[config.mk]
export PLATFORM = sky130hd
export DESIGN_NAME = layer_seq_flat
export DESIGN_NICKNAME = d
export VERILOG_FILES = /design/src/rtl/layer_seq_if.sv /design/src/rtl/layer_seq.sv /design/src/flat_wrapper.sv
export SDC_FILE = /design/constraint.sdc
export NUM_CORES = 2
export LEC_CHECK = 0
export CAP_MARGIN = 10
export CORE_AREA = 2 2 496 498
export CTS_BUF_LIST = sky130_fd_sc_hd__clkbuf_4
export DETAILED_ROUTE_END_ITERATION = 10
export DIE_AREA = 0 0 498 500
export PLACE_DENSITY = 0.31
export REMOVE_ABC_BUFFERS = 1
export SETUP_SLACK_MARGIN = 0.02
export SYNTH_ARGS = -nofsm -noshare
export SYNTH_HDL_FRONTEND = slang
export SYNTH_SLANG_ARGS = --single-unit
[constraint.sdc]
create_clock -name clk -period 13 [get_ports clk]
set_input_delay 1.95 -clock clk [delete_from_list [all_inputs] [get_ports clk]]
set_output_delay 1.95 -clock clk [all_outputs]
set_load 0.1 [all_outputs]
[src/rtl/layer_seq_if.sv]
// Stream interface of the layer sequencer: input-vector handshake and result handshake.
// The slave modport is the layer's view; the master modport is the neighbouring stage's view.
interface layer_seq_if #(
    parameter int IN_N       = 16,
    parameter int OUT_N      = 8,
    parameter int DATA_WIDTH = 8
);
    logic                        in_valid;
    logic                        in_ready;
    logic [IN_N*DATA_WIDTH-1:0]  in_vec;
    logic                        relu_en;
    logic                        out_valid;
    logic                        out_ready;
    logic [OUT_N*DATA_WIDTH-1:0] out_vec;

    modport slave (
        input  in_valid, in_vec, relu_en, out_ready,
        output in_ready, out_valid, out_vec
    );

    modport master (
        output in_valid, in_vec, relu_en, out_ready,
        input  in_ready, out_valid, out_vec
    );
endinterface

[src/rtl/layer_seq.sv]
// Time-multiplexed fixed-point fully-connected layer: PAR MAC lanes sweep OUT_N/PAR neuron
// groups, one input element per cycle, then bias, shift, saturate and optional ReLU per group.
module layer_seq #(
    parameter int IN_N       = 16,
    parameter int OUT_N      = 8,
    parameter int PAR        = 2,
    parameter int DATA_WIDTH = 8,
    parameter int ACC_WIDTH  = 32,
    parameter int FRAC_BITS  = 4
) (
    input  logic                                 clk,
    input  logic                                 rst,
    layer_seq_if.slave                           bus,
    input  logic [OUT_N*IN_N*DATA_WIDTH-1:0]     weights,
    input  logic [OUT_N*DATA_WIDTH-1:0]          biases,
    output logic                                 busy
);
    localparam int G  = OUT_N / PAR;
    localparam int KW = (IN_N > 1) ? $clog2(IN_N) : 1;
    localparam int GW = (G > 1) ? $clog2(G) : 1;
    localparam int PW = 2 * DATA_WIDTH;
    localparam logic signed [ACC_WIDTH-1:0] SAT_MAX = ACC_WIDTH'((2 ** (DATA_WIDTH - 1)) - 1);
    localparam logic signed [ACC_WIDTH-1:0] SAT_MIN = -SAT_MAX - 1;

    if (OUT_N % PAR != 0) begin : g_bad_par
        $error("layer_seq: OUT_N must be a multiple of PAR");
    end
    if (ACC_WIDTH < 2 * DATA_WIDTH + $clog2(IN_N) + 1) begin : g_bad_acc
        $error("layer_seq: ACC_WIDTH too small for IN_N products");
    end

    typedef enum logic [1:0] {S_IDLE, S_MAC, S_FINISH, S_DONE} state_t;

    state_t                          r_state;
    state_t                          w_state_nxt;
    logic [KW-1:0]                   r_k;
    logic [GW-1:0]                   r_g;
    logic signed [ACC_WIDTH-1:0]     r_acc [PAR];
    logic [IN_N*DATA_WIDTH-1:0]      r_x;
    logic                            r_relu;
    logic [OUT_N*DATA_WIDTH-1:0]     r_out_vec;

    logic                            w_accept;
    logic                            w_last_k;
    logic                            w_last_g;
    logic signed [DATA_WIDTH-1:0]    w_x_k;
    logic signed [DATA_WIDTH-1:0]    w_w   [PAR];
    logic signed [DATA_WIDTH-1:0]    w_b   [PAR];
    logic signed [PW-1:0]            w_p   [PAR];
    logic signed [ACC_WIDTH-1:0]     w_prod[PAR];
    logic signed [ACC_WIDTH-1:0]     w_t   [PAR];
    logic signed [ACC_WIDTH-1:0]     w_s   [PAR];
    logic signed [DATA_WIDTH-1:0]    w_res [PAR];

    assign w_accept = bus.in_valid && bus.in_ready;
    assign w_last_k = (r_k == KW'(IN_N - 1));
    assign w_last_g = (r_g == GW'(G - 1));

    // NOTE: sequential state uses non-blocking assignments so every register samples pre-edge values.
    always_ff @(posedge clk or posedge rst) begin
        if (rst) r_state <= S_IDLE;
        else     r_state <= w_state_nxt;
    end

    // NOTE: every combinational output gets a default first so no path leaves it unassigned (no latch).
    always_comb begin
        w_state_nxt = r_state;
        unique case (r_state)
            S_IDLE:   if (w_accept)      w_state_nxt = S_MAC;
            S_MAC:    if (w_last_k)      w_state_nxt = S_FINISH;
            S_FINISH: w_state_nxt = w_last_g ? S_DONE : S_MAC;
            S_DONE:   if (bus.out_ready) w_state_nxt = S_IDLE;
            default:  w_state_nxt = S_IDLE;
        endcase
    end

    // in_ready is also gated by rst so nothing is accepted while reset is held
    always_comb begin
        bus.in_ready  = (r_state == S_IDLE) && !rst;
        bus.out_valid = (r_state == S_DONE);
        bus.out_vec   = r_out_vec;
        busy          = (r_state != S_IDLE);
    end

    // Per-lane product for the current element and the FINISH-stage post-processing
    always_comb begin
        w_x_k = r_x[int'(r_k)*DATA_WIDTH +: DATA_WIDTH];
        for (int l = 0; l < PAR; l++) begin
            w_w[l]    = weights[((int'(r_g)*PAR + l)*IN_N + int'(r_k))*DATA_WIDTH +: DATA_WIDTH];
            w_b[l]    = biases[(int'(r_g)*PAR + l)*DATA_WIDTH +: DATA_WIDTH];
            w_p[l]    = PW'(w_x_k) * PW'(w_w[l]);
            w_prod[l] = ACC_WIDTH'(w_p[l]);
            w_t[l]    = r_acc[l] + (ACC_WIDTH'(w_b[l]) <<< FRAC_BITS);
            w_s[l]    = w_t[l] >>> FRAC_BITS;
            if (w_s[l] > SAT_MAX)      w_res[l] = SAT_MAX[DATA_WIDTH-1:0];
            else if (w_s[l] < SAT_MIN) w_res[l] = SAT_MIN[DATA_WIDTH-1:0];
            else                       w_res[l] = w_s[l][DATA_WIDTH-1:0];
            if (r_relu && w_res[l] < 0) w_res[l] = '0;
        end
    end

    // NOTE: the accumulator array is reset explicitly; a reset must leave no stale partial sums.
    always_ff @(posedge clk or posedge rst) begin
        if (rst) begin
            r_k       <= '0;
            r_g       <= '0;
            r_x       <= '0;
            r_relu    <= 1'b0;
            r_out_vec <= '0;
            for (int l = 0; l < PAR; l++) r_acc[l] <= '0;
        end else begin
            unique case (r_state)
                S_IDLE: begin
                    if (w_accept) begin
                        r_x    <= bus.in_vec;
                        r_relu <= bus.relu_en;
                        r_k    <= '0;
                        r_g    <= '0;
                        for (int l = 0; l < PAR; l++) r_acc[l] <= '0;
                    end
                end
                S_MAC: begin
                    for (int l = 0; l < PAR; l++) r_acc[l] <= r_acc[l] + w_prod[l];
                    r_k <= w_last_k ? '0 : r_k + 1'b1;
                end
                S_FINISH: begin
                    for (int l = 0; l < PAR; l++)
                        r_out_vec[(int'(r_g)*PAR + l)*DATA_WIDTH +: DATA_WIDTH] <= w_res[l];
                    if (!w_last_g) begin
                        r_g <= r_g + 1'b1;
                        r_k <= '0;
                        for (int l = 0; l < PAR; l++) r_acc[l] <= '0;
                    end
                end
                default: ;
            endcase
        end
    end
endmodule

[src/flat_wrapper.sv]
// flat-port wrapper written by rule: the top's interface ports become plain ports
module layer_seq_flat 
#(
    parameter int IN_N       = 16,
    parameter int OUT_N      = 8,
    parameter int PAR        = 2,
    parameter int DATA_WIDTH = 8,
    parameter int ACC_WIDTH  = 32,
    parameter int FRAC_BITS  = 4
)
  (clk, rst, weights, biases, busy, bus_in_valid, bus_in_vec, bus_relu_en, bus_out_ready, bus_in_ready, bus_out_valid, bus_out_vec);
  layer_seq_if #(.IN_N(IN_N), .OUT_N(OUT_N), .DATA_WIDTH(DATA_WIDTH)) bus_i ();
  input  logic clk;
  input  logic rst;
  input  logic [OUT_N*IN_N*DATA_WIDTH-1:0] weights;
  input  logic [OUT_N*DATA_WIDTH-1:0] biases;
  output logic busy;
  input wire logic [$bits(bus_i.in_valid)-1:0] bus_in_valid;
  input wire logic [$bits(bus_i.in_vec)-1:0] bus_in_vec;
  input wire logic [$bits(bus_i.relu_en)-1:0] bus_relu_en;
  input wire logic [$bits(bus_i.out_ready)-1:0] bus_out_ready;
  output wire logic [$bits(bus_i.in_ready)-1:0] bus_in_ready;
  output wire logic [$bits(bus_i.out_valid)-1:0] bus_out_valid;
  output wire logic [$bits(bus_i.out_vec)-1:0] bus_out_vec;
  assign bus_i.in_valid = bus_in_valid;
  assign bus_i.in_vec = bus_in_vec;
  assign bus_i.relu_en = bus_relu_en;
  assign bus_i.out_ready = bus_out_ready;
  assign bus_in_ready = bus_i.in_ready;
  assign bus_out_valid = bus_i.out_valid;
  assign bus_out_vec = bus_i.out_vec;
  layer_seq #(.IN_N(IN_N), .OUT_N(OUT_N), .PAR(PAR), .DATA_WIDTH(DATA_WIDTH), .ACC_WIDTH(ACC_WIDTH), .FRAC_BITS(FRAC_BITS)) u_core (.clk(clk), .rst(rst), .bus(bus_i), .weights(weights), .biases(biases), .busy(busy));
endmodule
==> reports/metrics.cfg <==
[yosys]
yosysMostFrequentCell=mux4_2
synth_edf_count=0
netlist_top_cells_count=390 x mux4_2, 274 x fa_1, 265 x dfrtp_1
synthXorXnorAreaFrac_pct=2.75
synth_compound_gate_area_share_pct=10.1
synth_top_area_cell=mux4_2
postSynth.topFlopCell=dfrtp_1
muxShareOfSynthArea_pct=31.0
seq_area_frac_synth_pct=20.1
synth_largest_type_area_fraction_pct=26.6
postSynthCellCount=2704
post_synthesis_share_of_cell_area_spent_on_full_adders_half_adders_and_majority_gates_pct=24.2
combinational_family_with_the_most_area_after_synthesis=multiplexers
postSynthAreaPerCell_sq_um=12.2
yosys_warnings=0
synth-async-reset-ratio_pct=100
synth.ff_latch_count=265
synth.top_cells.by_area=mux4_2 27%, dfrtp_1 20%, fa_1 17%
synthSimpleGateAreaFrac_pct=7.42
synthesis.area_sq_um=33100
post_synth_num_cell_types=85

[routing]
drt-pass1-iter-count=5
detailroute.wirelength.met3_um=16500
route.vias.total=29349
via_per_inst=4.03
remaining_drc_errors=0
met2_length_um=93200
route.final.wire_length_um=208000
dr.max_layer_used=met5
wire_per_inst_um=28.5
drt_first_iter_violations=1910
antenna_left=0
route.layer.met1.wl_um=95100

[worst_setup_path]
critical_path.n_buffers_inverters=3
timing.critical_path.arrival_ps=10380
crit-reg2reg-launch=u_core.r_k[0]
cells_on_worst_reg2reg_path=22
cp_max_fo=24
r2r-end=u_core.r_acc[29]
category_of_the_worst_setup_path_launch_point=flop
worstPathCellList=buf_4, mux4_2, mux4_2, mux4_2, and2_1, fa_1, inv_1, fa_1, inv_1, fa_1, fa_1, ha_1, ha_1, nand3_1, nor4_1, nor2_1, a311oi_1, o21bai_1, a21oi_1, a21oi_1, nor4b_1, a211o_1
crit_path_max_incr_delay_ps=870
endpoint_kind=flop
critical_path.most_common_cell=fa_1
required_ps=13910
timing.reg2reg.setup_slack_ps=3530
worst_path_max_delay_cell=dfrtp_4
critical_path.top_delay_family=adder cells
crit_type=flop to flop

[global_routing]
grt_start_max_net_pins=123
grt_remaining_overflow=0
grt_util_all_layers_pct=16.3
grt_first_pass_wirelength_um=279000
grt_pass1_vias=31382
antenna_found_initial=114

[die]
floorplan.die.height_um=500
die_x_um=498
cell_row_count=182
initial_utilization_pct=13.5
num_ports=1288
core_area_sq_um=244000
fp.dieArea_sq_um=249000

[final_layout]
fin_util_pct=20.9
nNetsFinal=5661
drive_above_1_share_pct=18.8
non_filler_instance_count_after_layout=7285
layout-area-overhead-vs-synth_pct=54.1

[timing]
final.period_utilization_pct=72.9
min_period_ps=9470
timing.final.hold_violations=0
worst_slack_ps=3530
slew_headroom_pct=23.6
finalClockSkew_ps=82.8
setup_repair_after_global_routing_missed_its_margin=false
timing_worst_slew_pin_value_ps=1140
report.final.setup_viol=0
achievable-frequency_mhz=106
drv_slew=0

[clock_tree]
hold_buf_cts=0
numClockSinks=265
cts_max_level=3
cts_max_path_buffers=3
postCtsResizedCells=0
cts_setup_buffers=0
cts_tree=yes
cts.reportedPaths.clkPinSlew_ps=60
cts_inserted_buffers=90
clock_latency_ps=1010
cts_root_buffer=clkbuf_4

[hold_path]
timing.hold.worst_endpoint=u_core.bus.out_vec[35]
timing.hold.worst.class=flop to flop
worstHoldPathCells=1
hold_path.startpoint=u_core.bus.out_vec[35]

[placement]
placedCellCount=7092
dp_hpwl_um=179000
io_buffers=1287
globalplace.congestion=0.875
preCtsSetupSlack_ps=2530

[run_status]
outcome=finished clean

[run]
drv_cap=0

==> cell usage in the layout (no fill, tap or decap), drive strengths merged, types with 19 or more instances in the layout <==
master,count
clkdlybuf4s50,1287
mux4,390
fa,274
dfrtp,265
inv,216
ha,202
nand2,172
mux2,129
clkbuf,125
o21ai,102
a21oi,96
nor2,78
and2,76
xnor2,62
a21o,47
diode,43
xor2,42
buf,38
nand3,35
nor3,31
a32o,29
a221o,28
a22o,22
clkinv,21
a211oi,19
==> worst max path at each step <==
stage / end / slack, ps / start / cells after the start
3_3_place_gp: u_core.r_acc[29] / 2530 / weights[995] / 22
4_1_cts: u_core.r_acc[29] / 3280 / u_core.r_k[0] / 22
3_5_place_dp: u_core.r_acc[29] / 2530 / weights[996] / 22
5_1_grt: u_core.r_acc[29] / 2660 / u_core.r_k[0] / 22
6_report: u_core.r_acc[29] / 3530 / u_core.r_k[0] / 22
2_1_floorplan: u_core.r_acc[28] / -5150 / u_core.r_k[0] / 20
==> cell families after synthesis <==
group,Yosys count
buffers and inverters,370
DFF,265
and+or+nand+nor,496
muxes,522
xor gates and xnor gates,104
adders and majority gates,476
AOI/OAI and AO/OA,471
==> cell type report <==
cell class | instances | area, sq um
Inverter | 213 | 807
Multi-Input combinational cell | 2069 | 25000
Fill cell | 26469 | 193000
Sequential cell | 265 | 6650
Clock buffer | 125 | 938
Clock inverter | 25 | 128
Antenna cell | 43 | 108
Tap cell | 3220 | 4030
Timing Repair Buffer | 1325 | 13300
==> state kept, by name, indices dropped and copies added, names as in the netlist <==
name,cells
u_core.r_k,4
u_core.r_state,2
u_core.r_x,128
u_core.r_relu,1
u_core.bus.out_vec,64
u_core.r_acc,64
u_core.r_g,2
==> stage by stage <==
step | hold slack, ps | setup TNS [ps] | instance area (sq um)
after floorplan | 473 | -246580 | 32400
after global placement | 478 | 0 | 49800
after detailed placement | 482 | 0 | 49800
after CTS | 494 | 0 | 50800
after global routing | 507 | 0 | 50900
final | 488 | 0 | 51000
==> per-layer routing <==
layer,track usage [%],vias to the layer above
met5,0,-
met4,1.95,64
met3,5.06,221
met2,25.5,1092
met1,22.5,15060
li1,-,12912
==> worst register-to-register path: stages (launching register included) <==
cell and delay (ps):
dfrtp_4 870, buf_4 580, mux4_2 830, mux4_2 590
mux4_2 620, and2_1 260, fa_1 460, inv_1 260
fa_1 630, inv_1 710, fa_1 560, fa_1 490
ha_1 310, ha_1 360, nand3_1 150, nor4_1 210
nor2_1 140, a311oi_1 340, o21bai_1 170, a21oi_1 310
a21oi_1 150, nor4b_1 290, a211o_1 130
Power is not shown: default switching activity piles up to over one toggle a cycle in this logic, so the estimate is an artifact.
